==> config.mk <==
export PLATFORM = sky130hd
export DESIGN_NAME = lsu_mem_stage
export DESIGN_NICKNAME = d
export VERILOG_FILES = /design/src/rtl/lsu_mem_stage_pkg.sv /design/src/rtl/lsu_align.sv /design/src/rtl/lsu_mem_stage.sv
export SDC_FILE = /design/constraint.sdc
export NUM_CORES = 1
export LEC_CHECK = 0
export CORE_ASPECT_RATIO = 1.5
export CORE_MARGIN = 2
export CORE_UTILIZATION = 49
export CTS_CLUSTER_DIAMETER = 120
export CTS_CLUSTER_SIZE = 8
export DETAILED_ROUTE_END_ITERATION = 7
export GPL_TIMING_DRIVEN = 0
export HOLD_SLACK_MARGIN = 0.02
export PLACE_DENSITY = 0.84
export SETUP_SLACK_MARGIN = 0.1
export SLEW_MARGIN = 5
export SYNTH_ARGS = -nofsm -noshare
export SYNTH_HDL_FRONTEND = slang
export SYNTH_SLANG_ARGS = --single-unit
==> constraint.sdc <==
create_clock -name clk -period 6.3 [get_ports clk]
set_clock_uncertainty 0.05 [all_clocks]
set_input_delay 1.26 -clock clk [delete_from_list [all_inputs] [get_ports clk]]
set_output_delay 1.26 -clock clk [all_outputs]
set_load 0.02 [all_outputs]
==> src/rtl/lsu_mem_stage_pkg.sv <==
// Shared opcodes, func3 codes and FSM state encoding for the LSU memory stage.
package lsu_mem_stage_pkg;

  localparam logic [6:0] OPC_LOAD  = 7'b0000011;
  localparam logic [6:0] OPC_STORE = 7'b0100011;

  localparam logic [2:0] F3_B  = 3'b000;
  localparam logic [2:0] F3_H  = 3'b001;
  localparam logic [2:0] F3_W  = 3'b010;
  localparam logic [2:0] F3_BU = 3'b100;
  localparam logic [2:0] F3_HU = 3'b101;

  typedef enum logic [1:0] {
    S_IDLE = 2'd0,
    S_REQ  = 2'd1,
    S_RESP = 2'd2,
    S_WB   = 2'd3
  } state_t;

  // Stores only have B/H/W; loads additionally have the unsigned B/H forms.
  function automatic logic f3_reserved(input logic is_store, input logic [2:0] f3);
    if (is_store) return (f3 >= 3'b011);
    return (f3 == 3'b011) || (f3[2:1] == 2'b11);
  endfunction

endpackage

==> src/rtl/lsu_align.sv <==
// Lane steering for the LSU: byte enables, replicated store data, load extract.
// LSU_MISALIGN_TRAP_EN makes misaligned halfword/word accesses raise misalign.
module lsu_align
  import lsu_mem_stage_pkg::*;
(
  input  logic [2:0]  func3,
  input  logic [1:0]  addr,
  input  logic [31:0] rs2_data,
  input  logic [31:0] rdata,
  output logic [3:0]  be,
  output logic [31:0] wdata,
  output logic [31:0] load_data,
  output logic        misalign
);

`ifdef LSU_MISALIGN_TRAP_EN
  localparam bit TRAP = 1'b1;
`else
  localparam bit TRAP = 1'b0;
`endif

  logic [1:0]  lane;
  logic [15:0] shifted;

  always_comb begin
    lane      = 2'b00;
    be        = 4'b0000;
    wdata     = '0;
    misalign  = 1'b0;
    case (func3)
      F3_B, F3_BU: begin
        lane  = addr;
        be    = 4'b0001 << addr;
        wdata = {4{rs2_data[7:0]}};
      end
      F3_H, F3_HU: begin
        // Without the trap the odd byte offset is simply dropped.
        lane     = {addr[1], 1'b0};
        be       = addr[1] ? 4'b1100 : 4'b0011;
        wdata    = {2{rs2_data[15:0]}};
        misalign = TRAP && addr[0];
      end
      F3_W: begin
        be       = 4'b1111;
        wdata    = rs2_data;
        misalign = TRAP && (addr != 2'b00);
      end
      default: ;
    endcase

    shifted   = 16'(rdata >> {lane, 3'b000});
    load_data = '0;
    case (func3)
      F3_B:    load_data = {{24{shifted[7]}}, shifted[7:0]};
      F3_BU:   load_data = {24'd0, shifted[7:0]};
      F3_H:    load_data = {{16{shifted[15]}}, shifted};
      F3_HU:   load_data = {16'd0, shifted};
      F3_W:    load_data = rdata;
      default: ;
    endcase
  end

endmodule

==> src/rtl/lsu_mem_stage.sv <==
// Memory-access / writeback stage: request/response handshake to data memory,
// watchdog abort, writeback triple. Optional macro: LSU_MISALIGN_TRAP_EN.
module lsu_mem_stage
  import lsu_mem_stage_pkg::*;
#(
  parameter int TIMEOUT = 16,
  parameter int ADDR_W  = 32
) (
  input  logic              clk,
  input  logic              rst,
  input  logic              start,
  input  logic [6:0]        opcode,
  input  logic [2:0]        func3,
  input  logic              wb_reg,
  input  logic [4:0]        rd_num,
  input  logic [31:0]       alu_out,
  input  logic [31:0]       rs2_data,
  output logic              busy,
  output logic              done,
  output logic              wb_enable,
  output logic [4:0]        wb_rd_num,
  output logic [31:0]       wb_rd_data,
  output logic              bus_err,
  output logic              dmem_req,
  output logic              dmem_we,
  output logic [ADDR_W-1:0] dmem_addr,
  output logic [31:0]       dmem_wdata,
  output logic [3:0]        dmem_be,
  input  logic              dmem_ready,
  input  logic              dmem_rvalid,
  input  logic [31:0]       dmem_rdata
);

  localparam int CNT_W = (TIMEOUT > 1) ? $clog2(TIMEOUT) : 1;

  state_t           state_reg;
  logic [2:0]       func3_reg;
  logic [1:0]       addr_lo_reg;
  logic             rd_write_reg;
  logic [CNT_W-1:0] wd_cnt_reg;

  logic [2:0]  al_func3;
  logic [1:0]  al_addr;
  logic [3:0]  al_be;
  logic [31:0] al_wdata;
  logic [31:0] al_load;
  logic        al_misalign;
  logic        is_load;
  logic        is_store;
  logic        f3_bad;
  logic        timeout_hit;

  // In IDLE the aligner sees live operands; afterwards the latched copies.
  always_comb begin
    al_func3    = (state_reg == S_IDLE) ? func3 : func3_reg;
    al_addr     = (state_reg == S_IDLE) ? alu_out[1:0] : addr_lo_reg;
    is_load     = (opcode == OPC_LOAD);
    is_store    = (opcode == OPC_STORE);
    f3_bad      = f3_reserved(is_store, func3);
    timeout_hit = (TIMEOUT != 0) && (wd_cnt_reg == CNT_W'(TIMEOUT - 1));
  end

  lsu_align u_align (
    .func3     (al_func3),
    .addr      (al_addr),
    .rs2_data  (rs2_data),
    .rdata     (dmem_rdata),
    .be        (al_be),
    .wdata     (al_wdata),
    .load_data (al_load),
    .misalign  (al_misalign)
  );

  always_ff @(posedge clk) begin
    if (rst) begin
      state_reg    <= S_IDLE;
      func3_reg    <= '0;
      addr_lo_reg  <= '0;
      rd_write_reg <= 1'b0;
      wd_cnt_reg   <= '0;
      busy         <= 1'b0;
      done         <= 1'b0;
      wb_enable    <= 1'b0;
      wb_rd_num    <= '0;
      wb_rd_data   <= '0;
      bus_err      <= 1'b0;
      dmem_req     <= 1'b0;
      dmem_we      <= 1'b0;
      dmem_addr    <= '0;
      dmem_wdata   <= '0;
      dmem_be      <= '0;
    end else begin
      done      <= 1'b0;
      wb_enable <= 1'b0;
      bus_err   <= 1'b0;
      case (state_reg)
        S_IDLE: begin
          if (start) begin
            func3_reg    <= func3;
            addr_lo_reg  <= alu_out[1:0];
            rd_write_reg <= wb_reg && (rd_num != 5'd0);
            wb_rd_num    <= rd_num;
            wd_cnt_reg   <= '0;
            busy         <= 1'b1;
            if (!(is_load || is_store)) begin
              state_reg  <= S_WB;
              done       <= 1'b1;
              wb_enable  <= wb_reg && (rd_num != 5'd0);
              wb_rd_data <= alu_out;
            end else if (f3_bad || al_misalign) begin
              state_reg  <= S_WB;
              done       <= 1'b1;
              bus_err    <= 1'b1;
              wb_rd_data <= '0;
            end else begin
              state_reg  <= S_REQ;
              dmem_req   <= 1'b1;
              dmem_we    <= is_store;
              dmem_addr  <= {alu_out[ADDR_W-1:2], 2'b00};
              dmem_be    <= al_be;
              dmem_wdata <= is_store ? al_wdata : '0;
              wb_rd_data <= alu_out;
            end
          end
        end
        S_REQ: begin
          // An acceptance in the final watchdog cycle still completes normally.
          if (dmem_ready) begin
            dmem_req <= 1'b0;
            if (dmem_we) begin
              state_reg <= S_WB;
              done      <= 1'b1;
            end else begin
              state_reg  <= S_RESP;
              wd_cnt_reg <= wd_cnt_reg + CNT_W'(1);
            end
          end else if (timeout_hit) begin
            state_reg  <= S_WB;
            dmem_req   <= 1'b0;
            done       <= 1'b1;
            bus_err    <= 1'b1;
            wb_rd_data <= '0;
          end else begin
            wd_cnt_reg <= wd_cnt_reg + CNT_W'(1);
          end
        end
        S_RESP: begin
          if (dmem_rvalid) begin
            state_reg  <= S_WB;
            done       <= 1'b1;
            wb_enable  <= rd_write_reg;
            wb_rd_data <= al_load;
          end else if (timeout_hit) begin
            state_reg  <= S_WB;
            done       <= 1'b1;
            bus_err    <= 1'b1;
            wb_rd_data <= '0;
          end else begin
            wd_cnt_reg <= wd_cnt_reg + CNT_W'(1);
          end
        end
        S_WB: begin
          state_reg <= S_IDLE;
          busy      <= 1'b0;
        end
        default: begin
          state_reg <= S_IDLE;
          busy      <= 1'b0;
        end
      endcase
    end
  end

endmodule

==> summary.txt <==
Layout
  • Count of nets after finishing: 1221
  • Proportion of layout cells with a drive suffix above 1: slightly above 7%
  • Count of placed standard cells in the final layout, fillers left out: between 1k and 1.5k
  • Fraction of the core area covered by cells at the end of the flow: about three quarters
  • Largest registers: dmem_wdata x32, wb_rd_data x32, dmem_addr x30
  • Post-layout instance area: about 0.0096 mm²
  • Antenna diode instance count: 0
  • Area added between synthesis and finish: 46.3%
  • Fill cell instance count of the final layout: 1028

Drt
  • Final routed DRC violation total: 0
  • Final wirelength: 25.8 mm
  • Detailed Routing Iterations Pass 1: 7
  • Post-DR wirelength/cell: between 20 and 25 µm
  • Via Count: 7887
  • Routed via count divided by cell count: 6.21
  • Detailed router's first-iteration violation count: roughly 730
  • Post-detailed-route count of antenna-violating nets: 0

Clocking
  • Hold-fix buffer count after cts: 0
  • Clock insertion delay at the later pin of the skew report: 430 ps
  • Root buf cell: clkbuf_16
  • Total number of clock tree sinks: ~120
  • CTS max path bufs: 2
  • CTS clock-pin slew for the worst setup and hold paths: around 60 ps
  • TritonCTS clock tree: built
  • TritonCTS buffer count: 17
  • Cts repair resizes: 0
  • Number of H-tree levels: 4
  • Post CTS Setup Buffer Count: 0

Power and ir drop
  • Leakage power total: between 3 and 4 nW
  • Design Power: between 3 and 4 mW
  • Power density over the cells: ~380 mW/mm²
  • Worst supply voltage drop on vdd: 0.215 mV

Setup path
  • Classification of the worst setup path: input pin to flop
  • Type of element capturing the critical path: flop
  • Crit path DAT: approximately 4100 ps
  • Sequence of cells on the critical path: clkdlybuf4s50_1, and2_1, nor3_1, nand2_1, clkbuf_1, a21oi_1, a221oi_1, a211oi_2
  • CP max stage delay: about 870 ps
  • Setup crit start kind: input pin
  • Cell with the largest stage delay on the worst path: nor3_1
  • Number of cells on the worst reg-to-reg path: 10
  • Worst EP required: roughly 6600 ps
  • Critical Path Fanout Max: 10

Timing
  • Transition time at the pin with the least slew margin: 1130 ps
  • Share of the clock period used by the worst path after layout: about three fifths
  • Total negative setup slack: 0 ps
  • Minimum setup slack in the final design: between 2000 and 2500 ps
  • Pins over their slew limit: 0
  • Headroom to the max-slew limit: approximately a quarter
  • Post-route minimum period: around 3800 ps
  • Hold Slack: between 400 and 500 ps
  • Setup repair after global routing missed its margin: no
  • Fin. Hold Viols: 0
  • Fmax: 261 MHz
  • Final Setup Violations: 0

Placement
  • # port buffers: 222
  • Number of placed instances, taps included: roughly 1.2k
  • Final RePlAce weighted congestion: a little under 1
  • Post-Place Worst Slack: about 2200 ps
  • Hpwl dp: 19.1 mm
  • DP Area: roughly 0.0090 mm²

Floorplan
  • Die Y-Extent: around 150 µm
  • Starting density of the core: between 50% and 60%
  • Row cnt: 51
  • I/O pin count: roughly 230
  • Core Footprint: between 0.01 and 0.015 mm²
  • Die area: between 0.01 and 0.015 mm²
  • Width of the chip: 98.3 µm

Synth
  • Primary flip-flop cell chosen by synthesis mapping: dfxtp_1
  • Sequential element share of the synthesized area: a little under two fifths
  • Mean post-synth cell area: ~7.6 µm²
  • Post-synth EDFFs: 0
  • Synth async-reset ratio: 0%
  • Number of synthesis warnings: 0
  • Gate count of the mapped netlist: between 800 and 900
  • Cell variety after synth: 69
  • Number of synthesized register bits: between 100 and 150
  • Area of the mapped netlist: approximately 0.0065 mm²

Global route
  • Maximum number of pins on one net before global-route repair: 17
  • Total track usage: approximately a third
  • Vias in the first global route: roughly 7.6k
  • Number of antenna violations at the first check in global routing: 0
  • Total overflow reported by the global router: 0
  • Wire length of the first global-routing pass: approximately 40 mm

Run
  • Reported max-cap violation count: 0

Hold path
  • Hold depth: 2
  • Path class of the lowest-slack min-delay path: flop to flop

Outcome
  • Result of the run: finished, final reports clean
logic make-up (layout without fill, tap and decap cells):
| family | Yosys count | in the layout | synth area share [%] |
|---|---|---|---|
| adder cells (fa/ha/maj) | 5 | 5 | 0.957 |
| multiplexers | 20 | 20 | 3.22 |
| other | 1 | 2 | 0.0574 |
| AO/OA/AOI/OAI | 300 | 300 | 30.9 |
| XOR/XNOR | 1 | 1 | 0.134 |
| buffers and inverters | 88 | 342 | 5.73 |
| AND/OR/NAND/NOR | 321 | 321 | 21.9 |
| flip-flops | 121 | 121 | 37.1 |
worst max-delay path, delay by kind of cell:
kind                   cells  cell delay [ps]
buffers and inverters      2              880
AO/OA/AOI/OAI              3              550
AND/OR/NAND/NOR            3             1420
Yosys cell counts, types with 2 or more instances:
library cell,count,area [µm²]
o21ai_1,2,10.0
or3_1,2,12.5
a31oi_1,10,62.6
clkbuf_1,59,221
nand3b_1,4,30.0
buf_6,3,33.8
o22ai_1,3,18.8
nor2_1,72,270
a22oi_1,33,248
nand2_1,151,567
or2_2,10,62.6
nor3b_1,3,22.5
nand2b_1,7,43.8
a221oi_1,16,140
o211ai_1,4,30.0
a21oi_1,126,631
a2111oi_0,8,70.1
mux2i_1,17,170
ha_1,5,62.6
a211oi_2,10,125
nor2b_1,5,31.3
o21bai_1,2,15.0
a32oi_1,7,61.3
inv_1,7,26.3
a21o_1,2,15.0
a211oi_1,24,180
a22o_1,16,140
dfxtp_1,121,2420
buf_2,11,55.1
nor3_1,22,110
buf_4,2,15.0
nand3_1,29,145
o21ai_0,18,90.1
and2_1,4,25.0
a31o_2,2,17.5
a211o_1,2,17.5
buf_1,6,22.5
layer usage:
layer	share of wire, %	wire length, µm	GRT usage, %	vias up
li1	-	-	-	3603
met1	35	9000	38.1	3624
met2	48	12400	57.6	523
met3	9.5	2440	8.93	137
met4	7.6	1950	24.6	0
met5	0	0	0	-
layout by cell type, fill, tap and decap left out, types with 3 or more instances in the layout:
cell type,n
o21ai_0,18
a32oi_1,7
nor2_1,72
or2_2,10
inv_6,6
nand3b_1,4
nand3_1,29
a211oi_2,10
a211oi_1,24
ha_1,5
nor2b_1,5
a31oi_1,10
inv_1,7
buf_1,6
buf_2,11
clkinvlp_4,3
and2_1,4
mux2i_1,17
a2111oi_0,8
nor3b_1,3
a22oi_1,33
o22ai_1,3
nand2b_1,7
buf_6,3
dfxtp_1,121
o211ai_1,4
nor3_1,22
clkdlybuf4s50_1,222
a21oi_1,126
a22o_1,16
clkbuf_1,59
a221oi_1,16
clkbuf_16,17
nand2_1,151
power breakdown:
| part | internal, mW | switching (mW) |
|---|---|---|
| logic | 0.650 | 1.05 |
| registers | 0.876 | 0.105 |
| clock network | 0.602 | 0.397 |
| total | 2.13 | 1.55 |
final timing paths:
path	slack [ps]	endpoint	from
worst max-delay path	2480	wb_rd_data[31]$_SDFFE_PP0P_	dmem_ready
worst min-delay path	400	dmem_addr[14]$_SDFFE_PP0P_	dmem_addr[14]$_SDFFE_PP0P_
worst max register to register	2950	wb_rd_data[31]$_SDFFE_PP0P_	state_reg[0]$_SDFFE_PP0N_
worst min register to register	400	dmem_addr[14]$_SDFFE_PP0P_	dmem_addr[14]$_SDFFE_PP0P_
area by class of cell:
type / count / area [µm²] / area share [%]
Buffer: 81 / 348 / 3.64
Clock buffer: 18 / 439 / 4.59
Clock inverter: 14 / 160 / 1.68
Inverter: 7 / 26.3 / 0.275
Multi-Input combinational cell: 649 / 3740 / 39.1
Sequential cell: 121 / 2420 / 25.3
Tap cell: 159 / 199 / 2.08
Timing Repair Buffer: 222 / 2220 / 23.2
Power figures use the tool's default switching activity.
